==> config.mk <==
export PLATFORM = sky130hd
export DESIGN_NAME = seq_detector_param
export DESIGN_NICKNAME = d
export VERILOG_FILES = /design/src/rtl/seq_det_pkg.sv /design/src/rtl/seq_det_match_cnt.sv /design/src/rtl/seq_detector_param.sv
export SDC_FILE = /design/constraint.sdc
export NUM_CORES = 1
export LEC_CHECK = 0
export ABC_AREA = 1
export BUFFER_PORTS_ARGS = -buffer_cell sky130_fd_sc_hd__buf_2
export CORE_MARGIN = 2
export CORE_UTILIZATION = 47
export DETAILED_ROUTE_END_ITERATION = 6
export GPL_TIMING_DRIVEN = 0
export PLACE_DENSITY = 0.75
export REMOVE_ABC_BUFFERS = 1
export SYNTH_ARGS = -nofsm -noshare
export SYNTH_HDL_FRONTEND = slang
export SYNTH_SLANG_ARGS = --single-unit
export TNS_END_PERCENT = 10
==> constraint.sdc <==
create_clock -name clk -period 2.75 [get_ports clk]
set_input_delay 0.275 -clock clk [delete_from_list [all_inputs] [get_ports clk]]
set_output_delay 0.275 -clock clk [all_outputs]
set_load 0.02 [all_outputs]
==> src/rtl/seq_det_pkg.sv <==
// Shared types and helpers for the programmable serial pattern detector.
// Used by seq_detector_param and seq_det_match_cnt.
package seq_det_pkg;

    typedef enum logic [1:0] {
        IDLE  = 2'b00,
        FILL  = 2'b01,
        ARMED = 2'b10
    } state_t;

    // Wide enough to hold the values 0..len inclusive.
    function automatic int fill_width(input int len);
        return $clog2(len + 1);
    endfunction

endpackage

==> src/rtl/seq_det_match_cnt.sv <==
// Saturating match counter with clear and increment.
// A clear that coincides with an increment leaves the count at one.
module seq_det_match_cnt #(
    parameter int CNT_W = 8
) (
    input  logic             clk,
    input  logic             rst,
    input  logic             clr,
    input  logic             inc,
    output logic [CNT_W-1:0] cnt
);

    always_ff @(posedge clk) begin
        if (!rst) begin
            cnt <= '0;
        end else if (clr) begin
            cnt <= CNT_W'(inc);
        end else if (inc && (cnt != '1)) begin
            cnt <= cnt + CNT_W'(1);
        end
    end

endmodule

==> src/rtl/seq_detector_param.sv <==
// Runtime-programmable serial pattern detector with don't-care mask and
// overlap select. Counter built only when SEQ_DETECTOR_MATCH_CNT_EN is defined.
//
// state | meaning
// IDLE  | no configuration loaded, din ignored
// FILL  | collecting the first LEN bits after a load or non-overlapping match
// ARMED | history holds LEN valid bits, compare on every din_valid
module seq_detector_param
    import seq_det_pkg::*;
#(
    parameter int LEN   = 4,
    parameter int CNT_W = 8
) (
    input  logic             clk,
    input  logic             rst,
    input  logic             din_valid,
    input  logic             din,
    input  logic             cfg_load,
    input  logic [LEN-1:0]   cfg_pattern,
    input  logic [LEN-1:0]   cfg_mask,
    input  logic             cfg_overlap,
    input  logic             cnt_clr,
    output logic             match,
    output logic             armed,
    output logic [CNT_W-1:0] match_cnt
);

    localparam int FW = fill_width(LEN);

    state_t          state;
    logic [LEN-1:0]  hist;
    logic [LEN-1:0]  pat;
    logic [LEN-1:0]  msk;
    logic            ovl;
    logic [FW-1:0]   fill;

    logic [LEN-1:0]  shifted;
    logic            last_fill;
    logic            cmp_en;
    logic            hit;

    // The bit completing the fill is compared too, so the earliest match is bit LEN.
    always_comb begin
        shifted   = {hist[LEN-2:0], din};
        last_fill = (state == FILL) && (fill == FW'(LEN - 1));
        cmp_en    = (state == ARMED) || last_fill;
        hit       = cmp_en && (((shifted ^ pat) & msk) == '0);
    end

    always_ff @(posedge clk) begin
        if (!rst) begin
            state <= IDLE;
            hist  <= '0;
            fill  <= '0;
            pat   <= '0;
            msk   <= '0;
            ovl   <= 1'b0;
            match <= 1'b0;
            armed <= 1'b0;
        end else if (cfg_load) begin
            pat   <= cfg_pattern;
            msk   <= cfg_mask;
            ovl   <= cfg_overlap;
            hist  <= '0;
            fill  <= '0;
            state <= FILL;
            match <= 1'b0;
            armed <= 1'b0;
        end else if (din_valid && (state != IDLE)) begin
            match <= hit;
            if (hit && !ovl) begin
                hist  <= '0;
                fill  <= '0;
                state <= FILL;
                armed <= 1'b0;
            end else begin
                hist <= shifted;
                if (state == FILL) begin
                    fill <= fill + FW'(1);
                end
                if (cmp_en) begin
                    state <= ARMED;
                    armed <= 1'b1;
                end
            end
        end else begin
            match <= 1'b0;
        end
    end

`ifdef SEQ_DETECTOR_MATCH_CNT_EN
    seq_det_match_cnt #(
        .CNT_W(CNT_W)
    ) u_match_cnt (
        .clk (clk),
        .rst (rst),
        .clr (cnt_clr),
        .inc (match),
        .cnt (match_cnt)
    );
`else
    logic unused_cnt_clr;
    assign unused_cnt_clr = cnt_clr;
    assign match_cnt      = '0;
`endif

endmodule

==> Yosys cells after proc, flatten, opt, wreduce, memory -nomap -nowiden <==
Cells that the tools add are included.
Widths: inputs -> output; s select.
{ "totals": {"register_bits": 19, "input_bits": 15, "out_inout_bits": 10, "word_cells": 43} }
{ "classes": {"n_addsub": 1, "eq_ne": 3, "mux": 9, "n_bitwise": 4, "reduce_logical": 17} }
{ "op_table": {"columns": ["op", "count"], "rows": [
  ["$mux 3", 3],
  ["$reduce_bool 2->1", 4],
  ["$reduce_and 2->1", 3],
  ["$and 4x4->4", 1],
  ["$logic_and 1x1->1", 4],
  ["$logic_not 4->1", 1],
  ["$mux 1", 4],
  ["$mux 2", 2],
  ["$xor 4x4->4", 1],
  ["$add 3x1->3 const B", 1],
  ["$eq 3x2->1 const B", 1],
  ["$reduce_bool 3->1", 1],
  ["$reduce_or 3->1", 1],
  ["$eq 2x1->1 const B", 1],
  ["$eq 2x2->1 const B", 1],
  ["$not 1->1", 2],
  ["$reduce_or 2->1", 1],
  ["$logic_not 1->1", 1],
  ["$logic_or 1x1->1", 1]
]} }

==> Longest topological paths before layout <==
Gate-level depths: netlist (run 1).
{ "logic_depth": {"depth_word": 8, "mapped_depth": 11, "depth_no_buf": 11} }

==> Worst setup path before layout (run 1) <==
No wires, ideal clock.
{ "synth_path": {"kind": "reg-to-reg", "from": "register fill[0]", "to": "register fill[0]", "setup_time_ps": 115, "arrival_ps": 1304, "t_required_ps": 2635, "slack_ps": 1331, "path_stages_with_launch": 12, "path_buffers": 0, "synth_period_minus_slack_ps": 1419, "path_cell_list": "dfxtp_1 > ha_1 > ha_1 > nand3_1 > nand2_1 > nand2_1 > nor2_2 > nand3_4 > nand2_2 > nand3_1 > nand2_1 > nor2_1"} }
{ "synth_between": {"elab_chain_len": 7, "elab_cells_between_ends": 10, "cone_classes": "1 x add/sub; 1 x eq/ne; 2 x mux; 6 x reduce/logical"} }
{ "synth_rtl": {"columns": ["item", "line_no", "rtl"], "rows": [
  ["start: declaration", "seq_detector_param.sv:35", "logic [FW-1:0] fill;"],
  ["start signal: assignment", "seq_detector_param.sv:79", "fill <= fill + FW'(1);"],
  ["$eq 3x2->1", "seq_detector_param.sv:45", "last_fill = (state == FILL) && (fill == FW'(LEN - 1));"],
  ["$logic_and 1x1->1", "seq_detector_param.sv:45", null],
  ["$logic_or 1x1->1", "seq_detector_param.sv:46", "cmp_en = (state == ARMED) || last_fill;"],
  ["$logic_and 1x1->1", "seq_detector_param.sv:47", "hit = cmp_en && (((shifted ^ pat) & msk) == '0);"],
  ["$logic_and 1x1->1", "seq_detector_param.sv:71", "if (hit && !ovl) begin"],
  ["$reduce_bool 2->1 (no source line)", null, null],
  ["$reduce_and 2->1 (no source line)", null, null]
]} }
Several ways; a longest one is shown, not always the timed one. The select of a mux whose other input is x is not followed.
A chain may end at the register's enable or synchronous reset.

==> Worst setup path in the final report (run 1) <==
{ "layout_path": {"from": "register fill[0]", "to": "register fill[1]"} }
The elaborated chain is that of the path after synthesis.

==> results of run 1 <==
## power by group
| part | internal (W) | total [W] | leakage [nW] | switching (W) |
|---|---|---|---|---|
| registers | 0.000273 | 0.000280 | 0.148 | 0.00000718 |
| clock network | 0.0000510 | 0.000132 | 0.0138 | 0.0000807 |
| logic | 0.0000199 | 0.0000578 | 0.301 | 0.0000379 |
## cell usage in the layout, fill, tap and decap left out, types with 2 or more instances in the layout
cell	Yosys	layout
nand2_1	24	24
inv_1	18	18
dfxtp_1	18	18
nor2_1	17	17
buf_2	1	15
o21ai_0	13	13
a21oi_1	12	12
nand3_1	8	8
conb_1	1	8
clkbuf_4	0	3
ha_1	2	2
## registers in the layout, summed over array words and instances (netlist names)
| signal | cells |
|---|---|
| msk | 4 |
| fill | 3 |
| pat | 4 |
| armed | 1 |
| state | 1 |
| hist | 3 |
| ovl | 1 |
| match | 1 |
## critical path: stages, from the launching register on
cell and delay [ns]:
dfxtp_1 0.37, ha_1 0.16, ha_1 0.14, nand3_1 0.07, nand2_1 0.09, nand2_1 0.08, nor2_2 0.14, nand3_4 0.14
nand2_2 0.14, nand3_1 0.09, nand2_1 0.07, nor2_1 0.04
## layer usage
layer / track usage / share of wire / wire length, um / vias up
met5: 0 / 0 / 0 / -
met4: 0.08333 / 0.019 / 30 / 0
met3: 0.03462 / 0.048 / 74 / 4
met2: 0.2892 / 0.48 / 732 / 24
met1: 0.1906 / 0.46 / 704 / 352
li1: - / - / - / 417
## how the worst max path moves through the flow
stage,cells after the start,start,end,slack [ns]
after global routing,11,fill[0]$_SDFFE_PP0P_,fill[1]$_SDFFE_PP0P_,0.99
after global placement,11,fill[0]$_SDFFE_PP0P_,fill[1]$_SDFFE_PP0P_,1.18
after CTS,11,fill[0]$_SDFFE_PP0P_,fill[1]$_SDFFE_PP0P_,1.11
after floorplan,11,fill[0]$_SDFFE_PP0P_,fill[0]$_SDFFE_PP0P_,1.33
final,11,fill[0]$_SDFFE_PP0P_,fill[1]$_SDFFE_PP0P_,1.13
after detailed placement,11,fill[0]$_SDFFE_PP0P_,fill[1]$_SDFFE_PP0P_,1.13
## per-stage QoR
step	utilization	worst slack, ns	cells	hold WS (ns)	total power [W]
finish	0.5534	1.131	167	0.1938	0.0004700
global route	0.5534	0.9891	167	0.1890	0.0004926
global placement	0.5405	1.183	164	0.4595	0.0003418
detailed placement	0.5405	1.125	164	0.4713	0.0003444
floorplan	-	1.326	124	0.4068	0.0003254
CTS	0.5534	1.111	167	0.1953	0.0004725
## cell type report
class	count	area, um2	area share
repair buffers	15	75.07	0.07772
flip-flops and latches	18	360.3	0.3731
well taps	25	31.28	0.03238
multi-input cells	88	409.1	0.4236
inverters	18	67.56	0.06995
clock buffers	3	22.52	0.02332
## logic make-up (layout without fill, tap and decap cells)
kind of cell | after synthesis | after routing | synth area share
AND/OR/NAND/NOR | 52 | 52 | 0.2546
adder cells (fa/ha/maj) | 2 | 2 | 0.02844
AO/OA/AOI/OAI | 26 | 26 | 0.1479
flip-flops | 18 | 18 | 0.4097
buffers and inverters | 28 | 36 | 0.1550
other | 1 | 8 | 0.004263
==> metrics, run 1 <==
outcome=finished, final reports clean; commonest cells in the netlist=nand2_1, dfxtp_1, inv_1; Synth async-reset ratio=0; ANT nets after route=0; GRT overflow=0; Mapped Cells=127; hold path cells=3; Leakage=0.4624 nW; area grow syn2layout=9.815%; vias in the first global route=~700; dpl hpwl=between 1 and 1.5 mm; synth unique cells=16; worst skew pair latency=roughly 0.29 ns; initial antenna violation count=0; cts bufs inserted=3; Vias/cell=4.772; Initial Util=0.5039; register area share after synthesis=0.4097; routed vias=roughly 800; dominant cell type by area after synthesis=dfxtp_1; Rows=15; final worst path period share=0.5887; nets@finish=161; clk slew on worst S/H paths=0.11 ns; Mapped Area=879.6 um2; die area=0.002234 mm2; Starting DRT DRC Count=9; Die Wd=between 40 and 50 um; global-route wire length before repair=2.622 mm; Max Fclk=0.6177 GHz; Critical Setup Path Class=reg -> reg; GR Util All Layers=0.1663; Hold Crit Start=cfg_pattern[0]; RSZ-0062 raised after global routing=no; Synthesis Warnings=0; count leader, synth=nand2_1; VDD IR max=~260 uV; Req. time, crit path=approximately 2.9 ns; Syn Area/Cell=slightly below 7 um2; crit end category=flip-flop; total of max-cap violations=0; endpoints failing hold=0; synthesized flop and latch total=18; Critical R2R Capture=fill[1]$_SDFFE_PP0P_; diode count=0; Tmin final=1.619 ns; Final Wtd Congestion=0.7432; share of the synthesized area in the top cell type=0.4097; CP arrival=1.81 ns; CTS tree=done; height of the chip=47.26 um; Final Max Tran Viols=0; FF-to-FF Start=fill[0]$_SDFFE_PP0P_; routed len/inst=9.228 um; area of the core=approximately 0.0017 mm2; Synth area leaders=dfxtp_1, nand2_1, inv_1, o21ai_0, nor2_1; layout cell share with drive strength beyond 1=0.1479; setup slack, reg-to-reg=1.13 ns; total setup buffers inserted after CTS=0; CTS Sinks=18; Max H-tree Level=1; post-CTS sizing=0; TNS Setup=0 ns; drt pass-1 iters=4; Main synth FF type=dfxtp_1; number of remaining DRC errors=0; final clock skew=0.009181 ns; clk buf depth=2; I/O pin cnt=25; number of synthesized flops with an enable pin=0; Hold EP=pat[0]$_SDFFE_PN0P_; CTS Hold Bufs=0; post-route cell area=965.9 um2; crit start category=flip-flop; crit-path max FO=8; dpl cell area=around 940 um2; Worst Hold Class=in -> reg; largest net degree at the start of global routing=15; final setup vio count=0; Post-Route WL=1.541 mm; cell area power density=486.5 mW/mm2; fillers=196; PortBufs=15; Worst Reg-to-Reg Cells=11; Root Buffer=clkbuf_4
Power figures use the tool's default switching activity.
==> run 2, diff against run 1 <==
--- a/config.mk
+++ b/config.mk
@@ -5,13 +5,13 @@
 export SDC_FILE = /design/constraint.sdc
 export NUM_CORES = 1
 export LEC_CHECK = 0
-export ABC_AREA = 1
+export ABC_AREA = 0
 export BUFFER_PORTS_ARGS = -buffer_cell sky130_fd_sc_hd__buf_2
 export CORE_MARGIN = 2
-export CORE_UTILIZATION = 47
+export CORE_UTILIZATION = 46
 export DETAILED_ROUTE_END_ITERATION = 6
 export GPL_TIMING_DRIVEN = 0
-export PLACE_DENSITY = 0.75
+export PLACE_DENSITY = 0.76
 export REMOVE_ABC_BUFFERS = 1
 export SYNTH_ARGS = -nofsm -noshare
 export SYNTH_HDL_FRONTEND = slang
==> constraint.sdc (replaced) <==
create_clock -name clk -period 1.3 [get_ports clk]
set_input_delay 0.13 -clock clk [delete_from_list [all_inputs] [get_ports clk]]
set_output_delay 0.13 -clock clk [all_outputs]
set_load 0.02 [all_outputs]
==> run 2 against run 1 <==
Compared with the run above:
- final cell count down 14%
- via count down 12%
- critical path depth down 4
- maximum frequency up 20%
- largest cell class unchanged
- register-to-register slack worse by 1.2 ns
- the flow now finishes with violations (setup timing)
- routed wire length up 7.9%
==> metrics, run 2 <==
worst skew pair latency=0.30 ns; initial antenna violation count=0; metal2 WL=about 770 um; Top Registers=msk (4), pat (4); CP arrival=1.53 ns; crit end category=flip-flop; final clock skew=0.004122 ns; setup slack after placement=-0.2834 ns; area of the multi-input gates=595.6 um2; I/O pin cnt=25; layout cell share with drive strength beyond 1=0.4188; simple-gate share of the synthesized area=0.2238; Met1 Wirelength=789 um; cts bufs inserted=3; post-route cell area=0.001166 mm2; crit-path max FO=7; Tmin final=1.347 ns; area grow syn2layout=20.57%; dominant cell type by area after synthesis=dfxtp_1; synthesized flop and latch total=18; nets@finish=135; Post-Synth XOR/XNOR Area=0.03622; Synth Area in Adders=0.02587; Root Buffer=clkbuf_4; Worst Hold Class=in -> reg; endpoints failing hold=0; final worst slack=-0.04666 ns; largest net degree at the start of global routing=13; Overall Power=0.001091 W; smallest hold slack=around 0.085 ns; commonest cells in the netlist=dfxtp_1, nor2b_1, mux2i_1; Max Fclk=0.7426 GHz; number of synthesized flops with an enable pin=0; largest family of logic cells by synthesized area=simple AND/OR/NAND/NOR gates; Leakage=0.4992 nW; complex-gate fraction of the synthesized area=0.1462; die area=0.002486 mm2; vias in the first global route=about 700; Final Max Tran Viols=0; PortBufs=15; Final Wtd Congestion=0.8021; crit start category=flip-flop; RSZ-0062 raised after global routing=yes; CTS Sinks=18; clk buf depth=2; VDD IR max=740.6 uV; GR Util All Layers=0.1588; Mapped Cells=96; synth unique cells=34; Post-Route WL=about 1.7 mm; Die Wd=49.86 um; cell area power density=936.0 mW/mm2; fillers=about 180; Main synth FF type=dfxtp_1; Req. time, crit path=about 1.5 ns; final setup vio count=9; CTS Hold Bufs=0; area of the core=0.001982 mm2; Hold Crit Start=cfg_pattern[2]; Starting DRT DRC Count=7; count leader, synth=dfxtp_1; Syn Area/Cell=10.07 um2; Critical Setup Path Class=reg -> reg; Rows=16; TNS Setup=-0.2538 ns; Synthesis Warnings=0; drt pass-1 iters=4; Synth async-reset ratio=0; commonest non-fill, non-tap cell in the layout=buf_2; Seq. cell area=between 300 and 400 um2; crit path from=fill[0]$_SDFFE_PP0P_; CTS tree=done; diode count=0; commonest cells after routing, fill and taps aside=buf_2, dfxtp_1, nor2b_1; final worst path period share=1.036; dpl hpwl=1.193 mm; global-route wire length before repair=3.001 mm; Vias/cell=4.868; Max H-tree Level=1; number of remaining DRC errors=0; setup slack, reg-to-reg=-0.05 ns; FF-to-FF Start=fill[0]$_SDFFE_PP0P_; ANT nets after route=0; routed len/inst=11.55 um; met3 wire length=90 um; routed vias=701; share of the synthesized area in the top cell type=0.3726; total of max-cap violations=0; height of the chip=49.86 um; failing checks=setup timing; register area share after synthesis=0.3726; clk slew on worst S/H paths=0.10 ns; top sig layer=met4; Synth area leaders=dfxtp_1, mux2i_1, nor2b_1, buf_4, xor2_1; dpl cell area=a little over 0.001 mm2; mux cell area share after synthesis=0.09314; Mapped Area=967.2 um2; Initial Util=0.4880; outcome=finished, violations left; GRT overflow=0
==> run 2: cell types whose count changed in the layout (fill, tap and decap cells not counted), sizes merged, moves of 3 or more <==
cell   previous run  this run
a22oi             0         3
nand2            25         7
buf              15        22
o21ai            14         1
xor2              0         4
nor2b             0        10
mux2i             0         9
nand3             9         5
a21oi            12         4
inv              18         1
nor2             18         4
==> run 2: what timing repair did <==
action	4_1_cts	5_1_grt
pin swaps	10	0
gates resized for setup	16	0
setup endpoints to repair	9	9
buffers inserted	7	0
==> run 2: cells by family after synthesis <==
kind of cell / after synthesis
compound gates: 16
xor+xnor: 4
fa+ha+maj: 2
buf+inv: 13
flops: 18
mux: 9
other cells: 1
simple gates: 33
==> run 2: worst max-delay path: stages, from the launching register on <==
cell	delay, ns
dfxtp_2	0.37
ha_4	0.14
ha_4	0.15
nand3b_4	0.09
a21oi_4	0.15
nand3_4	0.14
a22oi_2	0.14
nor2_1	0.05
==> run 2: cell type report <==
type | count | share of cell area
multi-input combinational | 72 | 0.5107
timing repair buffer | 22 | 0.1094
inverter | 1 | 0.003219
clock buffer | 4 | 0.03112
tap | 27 | 0.02897
sequential | 18 | 0.3165
==> run 2: path summary, 6_finish.rpt <==
path	end	depth (start not counted)
worst max register to register	fill[0]$_SDFFE_PP0P_	7
worst min-delay path	pat[2]$_SDFFE_PN0P_	3
worst min register to register	fill[2]$_SDFFE_PP0P_	2
worst max-delay path	fill[0]$_SDFFE_PP0P_	7
==> run 2: stage by stage <==
step,cells,util
after floorplan,91,-
after global placement,133,0.5101
after detailed placement,133,0.5101
after CTS,144,0.5884
after global routing,144,0.5884
final,144,0.5884
==> run 2: per-layer routing <==
layer,vias to the layer above,GRT usage
met2,23,0.2467
met4,0,0.06019
met3,2,0.03939
met5,-,0
li1,360,-
met1,316,0.2113
==> run 2: power by group <==
group | switching [W] | total [W] | internal [W]
combinational | 0.0000809 | 0.000148 | 0.0000675
sequential | 0.0000231 | 0.000596 | 0.000573
clock | 0.000176 | 0.000347 | 0.000171
total | 0.000280 | 0.00109 | 0.000811
==> run 3, diff against run 2 <==
--- a/config.mk
+++ b/config.mk
@@ -8,10 +8,10 @@
 export ABC_AREA = 0
 export BUFFER_PORTS_ARGS = -buffer_cell sky130_fd_sc_hd__buf_2
 export CORE_MARGIN = 2
-export CORE_UTILIZATION = 46
+export CORE_UTILIZATION = 30
 export DETAILED_ROUTE_END_ITERATION = 6
 export GPL_TIMING_DRIVEN = 0
-export PLACE_DENSITY = 0.76
+export PLACE_DENSITY = 0.52
 export REMOVE_ABC_BUFFERS = 1
 export SYNTH_ARGS = -nofsm -noshare
 export SYNTH_HDL_FRONTEND = slang
==> constraint.sdc (replaced) <==
create_clock -name clk -period 1.42 [get_ports clk]
set_input_delay 0.142 -clock clk [delete_from_list [all_inputs] [get_ports clk]]
set_output_delay 0.142 -clock clk [all_outputs]
set_load 0.02 [all_outputs]
==> run 3 against run 2 <==
Compared with the run above:
- the flow now finishes without violations
- via count is 2.0% lower
- die area rose by 49%
- count of clock-buffer cells in the layout stayed put
- clock power shrank 9.8%
==> metrics, run 3 (same netlist as run 2, synthesis figures left out) <==
Final Wtd Congestion=0.7103; Initial Util=0.3168; final clock skew=between 0.007 and 0.008 ns; fillers=310; Worst Hold Class=in -> reg; commonest cells after routing, fill and taps aside=buf_2, dfxtp_1, nor2b_1; final setup vio count=0; CTS tree=done; Max Fclk=0.7290 GHz; clk slew on worst S/H paths=0.11 ns; routed len/inst=11.06 um; vias in the first global route=608; CP arrival=1.56 ns; Core Util, Final=0.3705; Critical Setup Path Class=reg -> reg; GRT overflow=0; ANT nets after route=0; crit-path max FO=7; Pint=roughly 0.00073 W; layout cell share with drive strength beyond 1=0.3514; height of the chip=between 60 and 70 um; crit start category=flip-flop; Vias/cell=4.432; cts bufs inserted=3; Logic pwr share=0.131; sequential power share=0.552; nets@finish=129; Tmin final=about 1.4 ns; Sw Pwr=0.0002515 W; RSZ-0062 raised after global routing=yes; cell area power density=roughly 870 mW/mm2; area of the core=0.003053 mm2; Max H-tree Level=1; Leakage=about 0.47 nW; global-route wire length before repair=2.725 mm; largest net degree at the start of global routing=13; Root Buffer=clkbuf_4; number of remaining DRC errors=0; outcome=finished, final reports clean; GR Util All Layers=0.1030; Req. time, crit path=1.61 ns; routed vias=687; Post-Route WL=1.715 mm; VDD IR max=549.7 uV; Sw Ratio=0.2550; endpoints failing hold=0; Rows=20; dpl cells=150; final worst path period share=0.9660; clk buf depth=2; PortBufs=15; drt pass-1 iters=4; crit end category=flip-flop; worst skew pair latency=just under 0.3 ns; Top Registers=msk (4), pat (4); Final Max Tran Viols=0; die area=between 0.003 and 0.004 mm2; Starting DRT DRC Count=27; total of max-cap violations=0; commonest non-fill, non-tap cell in the layout=buf_2; diode count=0; dpl hpwl=1.228 mm; Die Wd=60.78 um; clock network fraction of total power=0.318; fin cells=155; initial antenna violation count=0; area grow syn2layout=16.95%; I/O pin cnt=25; CTS Sinks=18
-- run 3: changes by cell type in the layout (fill, tap and decap cells not counted) --
cell / change
dfxtp_1: +3
dfxtp_2: -3
xor2_2: -1
xor2_1: +1
buf_4: -6
-- run 3: power by group through the flow --
stage	Sequential [W]	Clock, W	Combinational (W)
5_1_grt	0.000547	0.000358	0.000142
4_1_cts	0.000544	0.000329	0.000129
3_3_place_gp	0.000554	0	0.000121
6_report	0.000544	0.000313	0.000129
2_1_floorplan	0.000551	0	0.0000846
3_5_place_dp	0.000555	0	0.000124
-- run 3: cell type report --
type | instances | area (um2) | share of cell area
multi-input cells | 72 | 588.1 | 0.5199
flip-flops and latches | 18 | 365.4 | 0.3230
repair buffers | 16 | 82.58 | 0.07301
well taps | 44 | 55.05 | 0.04867
clock buffers | 4 | 36.28 | 0.03208
inverters | 1 | 3.754 | 0.003319
-- run 3: worst max-delay path: stages, from the launching register on --
cell	delay, ns
dfxtp_2	0.37
ha_4	0.14
ha_4	0.14
nand3b_4	0.09
a21oi_4	0.16
nand3_4	0.15
nand4_1	0.14
o31ai_1	0.07
-- run 3: metal layers --
layer	track usage	vias to the layer above	share of wire
met4	0.04348	0	0.012
met5	0	-	0
met2	0.1674	17	0.48
met1	0.1181	319	0.47
met3	0.04478	2	0.045
li1	-	349	-
-- run 3: stage by stage --
stage | instance area, um2 | setup slack, ns | setup TNS (ns) | power (W) | hold WS, ns
floorplan | 902.1 | -0.06900 | -0.06900 | 0.0006354 | 0.2699
global placement | 1032 | -0.1604 | -0.9677 | 0.0006755 | 0.3995
detailed placement | 1032 | -0.1746 | -1.051 | 0.0006783 | 0.4090
CTS | 1131 | 0.007457 | 0 | 0.001003 | 0.09164
global route | 1131 | -0.05430 | -0.1665 | 0.001047 | 0.09026
finish | 1131 | 0.04825 | 0 | 0.0009865 | 0.1015
-- run 3: worst paths after layout --
check	start	slack [ns]	cells past startpoint	to
worst min-delay path	cfg_overlap	0.10	3	ovl$_SDFFE_PN0P_
worst max register to register	fill[0]$_SDFFE_PP0P_	0.05	7	fill[1]$_SDFFE_PP0P_
worst min register to register	fill[2]$_SDFFE_PP0P_	0.47	2	fill[2]$_SDFFE_PP0P_
worst max-delay path	fill[0]$_SDFFE_PP0P_	0.05	7	fill[1]$_SDFFE_PP0P_
-- run 3: what timing repair did --
action	4_1_cts	5_1_grt
endpoints found under the setup margin	8	9
pin swaps	3	6
buffers inserted	1	0
resized for setup	12	0
hold buffers	0	0
